[src/rtl/path_dumper_pkg.sv]
// Shared definitions for the path replay logic: FSM state encoding and the
// move direction codes used by the solver, the stack and this dumper.
package path_dumper_pkg;

    localparam logic [2:0] ST_IDLE = 3'd0;
    localparam logic [2:0] ST_POP  = 3'd1;
    localparam logic [2:0] ST_CAPT = 3'd2;
    localparam logic [2:0] ST_EMIT = 3'd3;
    localparam logic [2:0] ST_DONE = 3'd4;

    // Direction codes travel through this block untouched; it never decodes them.
    localparam logic [1:0] MOVE_UP    = 2'd0;
    localparam logic [1:0] MOVE_RIGHT = 2'd1;
    localparam logic [1:0] MOVE_DOWN  = 2'd2;
    localparam logic [1:0] MOVE_LEFT  = 2'd3;

endpackage

[src/rtl/path_buf.sv]
// Local move buffer: WIDTH x 2**LENGTH register array, synchronous write,
// combinational read. Contents are never reset.
module path_buf
    import path_dumper_pkg::*;
#(
    parameter int WIDTH  = 2,
    parameter int LENGTH = 8
) (
    input  logic              clk,
    input  logic              we,
    input  logic [LENGTH-1:0] waddr,
    input  logic [WIDTH-1:0]  wdata,
    input  logic [LENGTH-1:0] raddr,
    output logic [WIDTH-1:0]  rdata
);

    logic [WIDTH-1:0] mem_q [2**LENGTH];

    always_ff @(posedge clk) begin
        if (we) begin
            mem_q[waddr] <= wdata;
        end
    end

    assign rdata = mem_q[raddr];

endmodule

[src/rtl/path_dumper.sv]
// Drains the move stack into a local buffer, then replays the moves in push
// order over a valid/ready stream.
module path_dumper
    import path_dumper_pkg::*;
#(
    parameter int WIDTH  = 2,
    parameter int LENGTH = 8
) (
    input  logic              clk,
    input  logic              rst,
    input  logic              start,
    input  logic              stk_empty,
    input  logic [WIDTH-1:0]  stk_data,
    output logic              stk_pop,
    output logic [WIDTH-1:0]  move_data,
    output logic              move_valid,
    input  logic              move_ready,
    output logic              busy,
    output logic              done,
    output logic [LENGTH-1:0] path_len
);

    logic [2:0]        state_q, state_d;
    logic [LENGTH-1:0] idx_q, idx_d;
    logic [LENGTH-1:0] ptr_q, ptr_d;
    logic [LENGTH-1:0] path_len_q, path_len_d;

    always_comb begin
        state_d    = state_q;
        idx_d      = idx_q;
        ptr_d      = ptr_q;
        path_len_d = path_len_q;
        case (state_q)
            ST_IDLE: begin
                if (start) begin
                    path_len_d = '0;
                    if (stk_empty) begin
                        state_d = ST_DONE;
                    end else begin
                        state_d = ST_POP;
                        idx_d   = '0;
                    end
                end
            end
            ST_POP: begin
                state_d = ST_CAPT;
            end
            // stk_empty here already reflects the pop just taken, so this entry is the last one.
            ST_CAPT: begin
                idx_d      = idx_q + LENGTH'(1);
                path_len_d = idx_q + LENGTH'(1);
                if (stk_empty) begin
                    state_d = ST_EMIT;
                    ptr_d   = idx_q;
                end else begin
                    state_d = ST_POP;
                end
            end
            ST_EMIT: begin
                if (move_ready) begin
                    if (ptr_q == '0) begin
                        state_d = ST_DONE;
                    end else begin
                        ptr_d = ptr_q - LENGTH'(1);
                    end
                end
            end
            ST_DONE: begin
                state_d = ST_IDLE;
            end
            default: begin
                state_d = ST_IDLE;
            end
        endcase
    end

    always_ff @(posedge clk) begin
        if (!rst) begin
            state_q    <= ST_IDLE;
            idx_q      <= '0;
            ptr_q      <= '0;
            path_len_q <= '0;
        end else begin
            state_q    <= state_d;
            idx_q      <= idx_d;
            ptr_q      <= ptr_d;
            path_len_q <= path_len_d;
        end
    end

    // Buffer slot 0 holds the top of the stack, i.e. the most recently pushed move.
    path_buf #(
        .WIDTH  (WIDTH),
        .LENGTH (LENGTH)
    ) u_buf (
        .clk   (clk),
        .we    (state_q == ST_CAPT),
        .waddr (idx_q),
        .wdata (stk_data),
        .raddr (ptr_q),
        .rdata (move_data)
    );

    assign stk_pop    = (state_q == ST_POP);
    assign move_valid = (state_q == ST_EMIT);
    assign busy       = (state_q != ST_IDLE);
    assign done       = (state_q == ST_DONE);
    assign path_len   = path_len_q;

endmodule
[config.mk]
export PLATFORM = sky130hd
export DESIGN_NAME = path_dumper
export DESIGN_NICKNAME = d
export VERILOG_FILES = /design/src/rtl/path_dumper_pkg.sv /design/src/rtl/path_buf.sv /design/src/rtl/path_dumper.sv
export SDC_FILE = /design/constraint.sdc
export NUM_CORES = 1
export LEC_CHECK = 0
export ABC_CLOCK_PERIOD_IN_PS = 8000
export CORE_UTILIZATION = 44
export CTS_CLUSTER_DIAMETER = 120
export CTS_CLUSTER_SIZE = 16
export DETAILED_ROUTE_END_ITERATION = 8
export SYNTH_ARGS = -nofsm -noshare
export SYNTH_HDL_FRONTEND = slang
export SYNTH_SLANG_ARGS = --single-unit
[constraint.sdc]
create_clock -name clk -period 8 [get_ports clk]
set_input_delay 2.4 -clock clk [delete_from_list [all_inputs] [get_ports clk]]
set_output_delay 2.4 -clock clk [all_outputs]
set_load 0.01 [all_outputs]
==> results of run 1 <==
==> cell usage in the layout, fill, tap and decap left out, types with 16 or more instances in the layout <==
master	count
edfxtp_1	512
nor2_1	288
mux2i_1	115
mux4_2	67
nand2_1	57
o22ai_1	46
clkbuf_16	41
dfxtp_1	32
nand3_1	28
a21oi_1	27
buf_4	26
o21ai_0	21
nor3_1	18
clkdlybuf4s50_1	18
nor2b_1	16
==> worst paths after layout <==
path                from  slack (ns)                  to
max            flip-flop        1.27        move_data[1]
min          path_len[7]        0.48         path_len[7]
max reg2reg     idx_q[2]        5.08  u_buf.mem_q[87][0]
min reg2reg  path_len[7]        0.48         path_len[7]
==> state kept, by name (all words and copies together), names as in the netlist, named ones only <==
signal and count:
path_len 8, state_q 3, u_buf.mem_q 512, ptr_q 8, idx_q 8
==> metal layers <==
layer / global-route usage / wire length (um) / vias to the layer above / part of all wire
met4: 0.0755 / 1770 / 0 / 0.033
li1: - / - / 5619 / -
met1: 0.281 / 22700 / 6485 / 0.42
met2: 0.324 / 25100 / 423 / 0.47
met5: 0 / 0 / - / 0
met3: 0.0454 / 4000 / 98 / 0.075
==> per-stage QoR <==
stage          setup slack, ns  total power, uW  std cells  instance area (um^2)   util
6_report                  1.27             5430       2150                 24600  0.480
5_1_grt                   1.14             5590       2150                 24600  0.480
4_1_cts                   1.26             5470       2150                 24600  0.480
3_5_place_dp              1.89             3630       2101                 23600  0.459
3_3_place_gp              1.93             3630       2101                 23600  0.459
2_1_floorplan             3.61             3460       1475                 22900      -
==> worst min-delay path, cell delays in order, from the launching register on <==
cell	delay, ns
dfxtp_1	0.31
nand2_1	0.05
a21boi_0	0.07
==> power groups by stage <==
stage	Sequential (uW)	Clock, uW	Combinational [uW]
floorplan	3220	0	241
global placement	3240	0	395
detailed placement	3240	0	398
CTS	3170	1900	399
global route	3180	1990	430
finish	3170	1860	398
==> layout make-up <==
type                            count  area, um^2
Timing Repair Buffer               47         418
Clock inverter                      1        16.3
Tap cell                          680         851
Inverter                           11        41.3
Clock buffer                       48        1050
Sequential cell                   547       16100
Multi-Input combinational cell    816        6160
Fill cell                        4444       26700
==> cell families after synthesis <==
kind of cell | Yosys count
flip-flops | 547
multiplexers | 199
AND/OR/NAND/NOR | 457
buffers and inverters | 112
AO/OA/AOI/OAI | 148
adder cells (fa/ha/maj) | 6
XOR/XNOR | 6
==> key figures, run 1 <==
Clock network
  – CTS Root Cell: clkbuf_16
  – Clock tree buffer depth: 3
  – TritonCTS clock tree: yes
  – Post-CTS Resized: 0
  – Worst-Skew Late Latency: 0.58 ns
  – Post-CTS repair timing setup buffer count: 0
  – CTS sink count: approximately 550
  – Post-cts hold buffer count: 0
  – Clock Pin Slew Worst Setup and Hold Paths: 0.08 ns
  – H-Tree Level Count: 2
  – CTS buffer count: 40

Synthesis
  – Yosys top cell area share: 0.672
  – Largest family of logic cells by synthesized area: multiplexers
  – Most common cell in the netlist: edfxtp_1
  – Synth top area cells: edfxtp_1 (67%), mux4_2 (6.6%), mux2i_1 (5.0%), nor2_1 (4.7%), dfxtp_1 (3.1%)
  – Top_reg_cell synth: edfxtp_1
  – Yosys warnings: 0
  – Seq/Total Area, Yosys: 0.703
  – Dominant cell type by area after synthesis: edfxtp_1
  – Mapped cell area: 22900 um^2
  – Async S/R FF share, synth: 0
  – Post-synth top cells: edfxtp_1 (512), nor2_1 (288), mux2i_1 (115)
  – Mean Syn Cell Area: 15.5 um^2
  – Synth Area in XOR/XNOR: 0.00230
  – Simple-gate portion of the synthesized area: 0.0864
  – Synthesis-stage register bit count: between 500 and 600
  – Synth Area in Compound Gates: 0.0432
  – Post-synthesis cell type count: 64
  – Post-Syn Nets: 1488
  – Mapped Cells: roughly 1500
  – Post-synthesis mux area share: 0.134
  – Post-synth EDFFs: approximately 510
  – Post-Synth Adder-Cell Area: 0.00328

Power and ir drop
  – Switch share: 0.226
  – Sequential Power Share: 0.584
  – Pleak: 0.00700 uW
  – Clock Power Share: 0.343
  – Peak VDD IR: 0.000123 V
  – Gate power share: 0.073
  – PwrDens: 221 nW/um^2
  – Cell Int Power: roughly 4200 uW
  – NetSw: 1230 uW

Timing
  – WHS: 0.476 ns
  – Worst Tran Pin Value: about 1.2 ns
  – Final setup fails: 0
  – Setup TNS: 0 ns
  – Final Skew: 0.0205 ns
  – Fmax: 149 MHz
  – Tmin final: 6.73 ns
  – Endpoints failing hold: 0
  – RSZ-0062 raised after global routing: false
  – Fin crit share: 0.841
  – Fin. max-slew vios: 0
  – Slew HR: 0.198

GRT
  – First-pass GRT wire length: 80800 um
  – Vias in the first global route: 12800
  – Remaining Overflow, GRT: 0
  – Pin count of the biggest net entering global routing: 115
  – Total track usage: 0.206
  – Initial antenna violation count: 0

Drt
  – Post-route ant nets: 0
  – Via Count: 12600
  – DRC errors left: 0
  – Wire per inst: 24.9 um
  – Drt pass-1 iters: 7
  – Via density: 5.87
  – Initial DRC count: 1263
  – Total routed wirelength: 53600 um

Setup path
  – Buf/Inv on CP: 2
  – Critical-path maximum fanout: 48
  – Top Family by Delay on Critical Path: buffers and inverters
  – CP max-delay cell: dfxtp_4
  – Critical path type: reg -> out
  – Path depth of the worst reg2reg path: 3
  – Worst path depth: 9
  – WP data required: ~5.6 ns
  – Critical Path Source Type: flip-flop
  – CP Cell Sequence: buf_4 > mux2i_1 > o22ai_1 > nor3_1 > o21ai_0 > and3_1 > a31oi_1 > a221oi_2 > clkdlybuf4s50_1
  – Worst stage delay on the critical path: 0.84 ns
  – Critical Path Sink Type: primary output
  – Crit path arrival time: 4.33 ns

Placed design
  – IO Port Bufs: 20
  – Gp weighted congestion: between 0.8 and 0.9
  – DP HPWL: 32700 um

Outcome
  – Status: finished clean

Floorplan
  – Initial Util: 0.446
  – Core Region: 51300 um^2
  – Die Span Y: 230 um
  – Die width: 230 um
  – Die area: 52900 um^2
  – Rows: 83
  – Top-level I/O count: 21

Worst hold path
  – Hold Path Cell Cnt: 2
  – Hold Path Class: reg -> reg

Flow run
  – Total of max-cap violations: 0

Cells and area
  – Area Overhead vs Synth: 7.65%
  – NumNets Final: 1476
  – Ant diodes: 0
  – Share of layout cells above drive strength 1: 0.108
Power figures use the tool's default switching activity.
==> run 2, diff against run 1 <==
Settings changed: ABC_CLOCK_PERIOD_IN_PS 8000 to 6700.
Clock period 8 ns to 6.7 ns, I/O delays scaled along.
==> run 2 against run 1 <==
Combinational power increased by 17%; cell area increased by 0.31%; die area unchanged; critical path type unchanged; global-route usage decreased by 0.20 points; largest power group unchanged; first-iteration DRC count decreased by 6.0%; largest cell class unchanged; total power increased by 20%.
==> key figures, run 2 (synthesis gave the netlist of run 1 again) <==
Outcome
  – Status: finished clean

Worst hold path
  – Hold Path Class: reg -> reg

Placed design
  – Gp weighted congestion: 0.802 (-7.7%)
  – DP HPWL: 32300 um (-1.1%)
  – IO Port Bufs: 20 (unchanged)
  – Dpl ws: 1.11 ns (-0.785 ns)

Cells and area
  – Ant diodes: 0 (unchanged)
  – Largest reg by FF count: u_buf.mem_q
  – Post-layout util: 0.481 (+0.00151)
  – Share of layout cells above drive strength 1: 0.109 (+0.00122)
  – NumNets Final: 1479 (+0.20%)
  – Most common cell after layout, fill and taps aside: edfxtp_1
  – Seq. cell area: 16100 um^2 (unchanged)
  – Commonest non-fill, non-tap cells in the layout: edfxtp_1 (512), nor2_1 (288), mux2i_1 (115)
  – Area Overhead vs Synth: 7.99%
  – Area occupied by multi-input gates: 6160 um^2 (unchanged)
  – Fillers: 4398 (-1.0%)
  – Number of flip-flops under the largest register name: 512 (unchanged)

Power and ir drop
  – Pleak: 0.00703 uW (+0.43%)
  – Power Total: 6500 uW (+20%)
  – Peak VDD IR: 0.000171 V (+39%)
  – PwrDens: 263 nW/um^2 (+19%)

Floorplan
  – Die Span Y: 230 um (unchanged)
  – Initial Util: 0.446 (unchanged)
  – Die area: 52900 um^2 (unchanged)
  – Core Region: 51300 um^2 (unchanged)
  – Rows: 83 (unchanged)
  – Die width: 230 um (unchanged)
  – Top-level I/O count: 21 (unchanged)

GRT
  – Remaining Overflow, GRT: 0 (unchanged)
  – Initial antenna violation count: 1 (+1)
  – Total track usage: 0.204 (-0.00197)
  – Vias in the first global route: 12700 (-1.2%)
  – First-pass GRT wire length: 79700 um (-1.3%)
  – Pin count of the biggest net entering global routing: 147 (+28%)

Drt
  – DRC errors left: 0 (unchanged)
  – Via density: 5.85 (-0.33%)
  – Post-route ant nets: 0 (unchanged)
  – Initial DRC count: 1187 (-6.0%)
  – Wire per inst: 24.6 um (-1.2%)
  – Total routed wirelength: 53200 um (-0.73%)
  – Drt pass-1 iters: 5 (-2)
  – Via Count: 12600 (+0.18%)

Timing
  – Fin crit share: 0.942
  – Fin. max-slew vios: 0 (unchanged)
  – Endpoints failing hold: 0 (unchanged)
  – Setup TNS: 0 ns (unchanged)
  – Slew HR: 0.165 (-0.0325)
  – Final setup fails: 0 (unchanged)
  – Fmax: 159 MHz
  – Final Skew: 0.0202 ns (-0.000356 ns)
  – Worst Tran Pin Value: 1.25 ns (+0.0486 ns)
  – Setup ws final: 0.391 ns (-0.882 ns)
  – Tmin final: 6.31 ns
  – RSZ-0062 raised after global routing: false

Clock network
  – Clock Pin Slew Worst Setup and Hold Paths: 0.07 ns (about the same)
  – CTS buffer count: 40 (unchanged)
  – Post-CTS Resized: 0 (unchanged)
  – CTS sink count: 547 (unchanged)
  – TritonCTS clock tree: yes
  – Post-cts hold buffer count: 0 (unchanged)
  – Clock tree buffer depth: 3 (unchanged)
  – H-Tree Level Count: 2 (unchanged)
  – CTS Root Cell: clkbuf_16
  – Post-CTS repair timing setup buffer count: 0 (unchanged)
  – Worst-Skew Late Latency: 0.58 ns (about the same)

Setup path
  – Crit path arrival time: 4.30 ns (-0.03 ns)
  – Critical path type: reg -> out
  – Critical Path Sink Type: primary output
  – Critical Path Source Type: flip-flop
  – WP data required: 4.69 ns (-0.91 ns)
  – Critical-path maximum fanout: 20 (-58%)

Flow run
  – Total of max-cap violations: 0 (unchanged)
## run 2: changes by cell type in the layout (fill, tap and decap cells not counted), sizes merged
cell    change
buf         +3
clkbuf      +8
## run 2: routing by layer
layer  track usage  part of all wire  wire length (um)  vias to the layer above
li1              -                 -                 -                     5619
met1         0.281              0.42             22500                     6489
met2         0.326              0.48             25500                      453
met3        0.0391             0.071              3750                       87
met4        0.0646             0.026              1370                        0
met5             0                 0                 0                        -
## run 2: stage by stage
stage | hold slack (ns) | instance area, um^2 | cells
floorplan | 0.462 | 22900 | 1475
global placement | 0.459 | 23600 | 2104
detailed placement | 0.466 | 23600 | 2104
CTS | 0.480 | 24700 | 2161
global route | 0.495 | 24700 | 2161
finish | 0.473 | 24700 | 2161
## run 2: layout make-up
class	instances	share of cell area
tap	680	0.0344
sequential	547	0.651
inverter	11	0.00167
clock buffer	56	0.0438
clock inverter	1	0.000659
multi-input combinational	816	0.249
timing repair buffer	50	0.0188
## run 2: path summary, 6_finish.rpt
check              startpoint            endpoint  cells past startpoint  slack, ns
setup reg to reg     idx_q[0]  u_buf.mem_q[87][1]                      3       3.78
setup / recovery    flip-flop        move_data[0]                      8       0.39
hold reg to reg   path_len[3]         path_len[3]                      2       0.47
hold / removal    path_len[3]         path_len[3]                      2       0.47
## run 2: worst max-delay path, stage by stage (launching register included)
cell and delay, ns:
dfxtp_2 0.66, nand3b_1 0.85, o22ai_1 0.45, nor3_1 0.13, o41ai_2 0.35, a31oi_1 0.18, a31oi_1 0.28, and3_1 0.26
clkdlybuf4s50_1 0.55
## run 2: where the power goes
group          internal [uW]  switching, uW  leakage (uW)
clock                   1120           1120      0.000530
combinational            174            293       0.00162
sequential              3750           47.7       0.00489
total                   5040           1460       0.00703
==> run 3, diff against run 2 <==
Settings changed: CORE_UTILIZATION 44 to 25.
==> run 3 against run 2 <==
Via count about the same; critical path depth decreased by 1; maximum frequency is 2.7% higher; highest routed layer unchanged; first-iteration DRC count up 14%; clock power hardly changed; flip-flop and latch count did not move; combinational power grew 4%; critical endpoint is now move_data[1]; largest cell class unchanged; critical path type unchanged.
==> key figures, run 3 (synthesis gave the netlist of run 1 again) <==
Cells and area
  – Share of layout cells above drive strength 1: 0.111 (+0.00143)
  – Largest reg by FF count: u_buf.mem_q
  – Ant diodes: 0 (unchanged)
  – NumNets Final: 1480 (+0.068%)
  – Area Overhead vs Synth: 10.7%
  – Commonest non-fill, non-tap cells in the layout: edfxtp_1 (512), nor2_1 (288), mux2i_1 (115)
  – Most common cell after layout, fill and taps aside: edfxtp_1
  – Fillers: 9027 (+110%)
  – Number of flip-flops under the largest register name: 512 (unchanged)

Power and ir drop
  – Peak VDD IR: 0.000173 V (+1.3%)
  – Power Total: 6480 uW (-0.33%)
  – Pleak: 0.00704 uW (about the same)
  – PwrDens: 256 nW/um^2 (-2.8%)

Floorplan
  – Rows: 110 (+33%)
  – Die area: 92700 um^2 (+75%)
  – Die width: 304 um (+32%)
  – Initial Util: 0.253 (-0.193)
  – Core Region: 90300 um^2 (+76%)
  – Top-level I/O count: 21 (unchanged)
  – Die Span Y: 304 um (+32%)

Setup path
  – Worst path depth: 7 (-1)
  – Top Family by Delay on Critical Path: compound AO/OA/AOI/OAI gates
  – Critical-path maximum fanout: 46 (+130%)
  – Worst r2r dst: u_buf.mem_q[118][0]
  – Reg2reg start: idx_q[2]
  – Path depth of the worst reg2reg path: 3 (unchanged)
  – R2R setup slack: 3.83 ns (+0.05 ns)
  – Critical path type: reg -> out
  – Worst stage delay on the critical path: 0.77 ns (-0.08 ns)
  – CP Cell Sequence: buf_12 > mux4_2 > mux2i_1 > a2111oi_0 > nor4_1 > a221oi_2 > clkdlybuf4s50_1
  – WP data required: 4.69 ns (about the same)
  – Buf/Inv on CP: 2 (+1)
  – CP max-delay cell: dfxtp_4
  – Critical Path End: move_data[1]
  – Critical Path Sink Type: primary output
  – Critical Path Source Type: flip-flop
  – Crit path arrival time: 4.13 ns (-0.17 ns)

Timing
  – Fmax: 163 MHz (+2.7%)
  – Endpoints failing hold: 0 (unchanged)
  – Worst Tran Pin Value: 1.24 ns (-0.00705 ns)
  – Final Skew: 0.0195 ns (-0.000720 ns)
  – Slew HR: 0.170 (+0.00472)
  – Setup TNS: 0 ns (unchanged)
  – Fin crit share: 0.917 (-0.0246)
  – RSZ-0062 raised after global routing: false
  – Tmin final: 6.14 ns (-0.165 ns)
  – Final setup fails: 0 (unchanged)
  – Fin. max-slew vios: 0 (unchanged)

Placed design
  – DP HPWL: 34500 um (+6.6%)
  – Gp weighted congestion: 0.843 (+5.1%)
  – IO Port Bufs: 20 (unchanged)

Drt
  – Via density: 4.76 (-19%)
  – Wire per inst: 20.4 um (-17%)
  – Initial DRC count: 1357 (+14%)
  – Drt pass-1 iters: 5 (unchanged)
  – DRC errors left: 0 (unchanged)
  – Total routed wirelength: 54300 um (+2.1%)
  – Via Count: 12600 (-0.087%)
  – Post-route ant nets: 0 (unchanged)

GRT
  – First-pass GRT wire length: 80500 um (+1.1%)
  – Initial antenna violation count: 0 (-1)
  – Total track usage: 0.114 (-0.0892)
  – Remaining Overflow, GRT: 0 (unchanged)
  – Pin count of the biggest net entering global routing: 131 (-11%)
  – Vias in the first global route: 13000 (+2.2%)

Clock network
  – Post-CTS repair timing setup buffer count: 0 (unchanged)
  – TritonCTS clock tree: yes
  – Clock Pin Slew Worst Setup and Hold Paths: 0.07 ns (about the same)
  – Post-CTS Resized: 0 (unchanged)
  – CTS buffer count: 40 (unchanged)
  – Clock tree buffer depth: 3 (unchanged)
  – CTS sink count: 547 (unchanged)
  – Post-cts hold buffer count: 0 (unchanged)
  – CTS Root Cell: clkbuf_16
  – H-Tree Level Count: 2 (unchanged)
  – Worst-Skew Late Latency: 0.58 ns (about the same)

Worst hold path
  – Hold Path Class: reg -> reg
  – Hold_sp: path_len[1]
  – Hold Path Cell Cnt: 2 (unchanged)

Outcome
  – Status: finished clean

Flow run
  – Total of max-cap violations: 0 (unchanged)
run 3: final cells by class:
cell class / instances / area, um^2 / area share
Sequential cell: 547 / 16100 / 0.635
Multi-Input combinational cell: 816 / 6160 / 0.243
Tap cell: 1176 / 1470 / 0.0581
Clock buffer: 51 / 1040 / 0.0411
Timing Repair Buffer: 51 / 485 / 0.0192
Clock inverter: 4 / 45.0 / 0.00178
Inverter: 11 / 41.3 / 0.00163
run 3: stage by stage:
step / cells / setup slack (ns) / util / cell area, um^2 / hold WS, ns
finish: 2656 / 0.556 / 0.281 / 25300 / 0.475
global route: 2656 / 0.419 / 0.281 / 25300 / 0.519
CTS: 2656 / 0.453 / 0.281 / 25300 / 0.479
detailed placement: 2601 / 1.09 / 0.269 / 24200 / 0.468
global placement: 2601 / 1.14 / 0.269 / 24200 / 0.462
floorplan: 1475 / 2.70 / - / 22900 / 0.462
run 3: worst min-delay path by stage:
stage,end
2_1_floorplan,flip-flop
3_3_place_gp,path_len[1]
3_5_place_dp,path_len[1]
4_1_cts,path_len[1]
5_1_grt,path_len[1]
6_report,path_len[1]
run 3: layer usage:
| layer | vias up | global-route usage | wire (um) |
|---|---|---|---|
| met5 | - | 0 | 0 |
| met2 | 493 | 0.195 | 26800 |
| met1 | 6429 | 0.146 | 22200 |
| met3 | 94 | 0.0195 | 3690 |
| met4 | 0 | 0.0409 | 1640 |
| li1 | 5621 | - | - |
run 3: tightest hold or removal path: cells and delay by family (launching register included):
kind | cells | cell delay [ns]
AOI/OAI and AO/OA | 1 | 0.06
DFF | 1 | 0.31
and+or+nand+nor | 1 | 0.05
run 3: report_power, final:
group / switching [uW] / internal, uW / total [uW]
clock: 1120 / 1100 / 2210
combinational: 311 / 174 / 485
sequential: 37.8 / 3750 / 3790
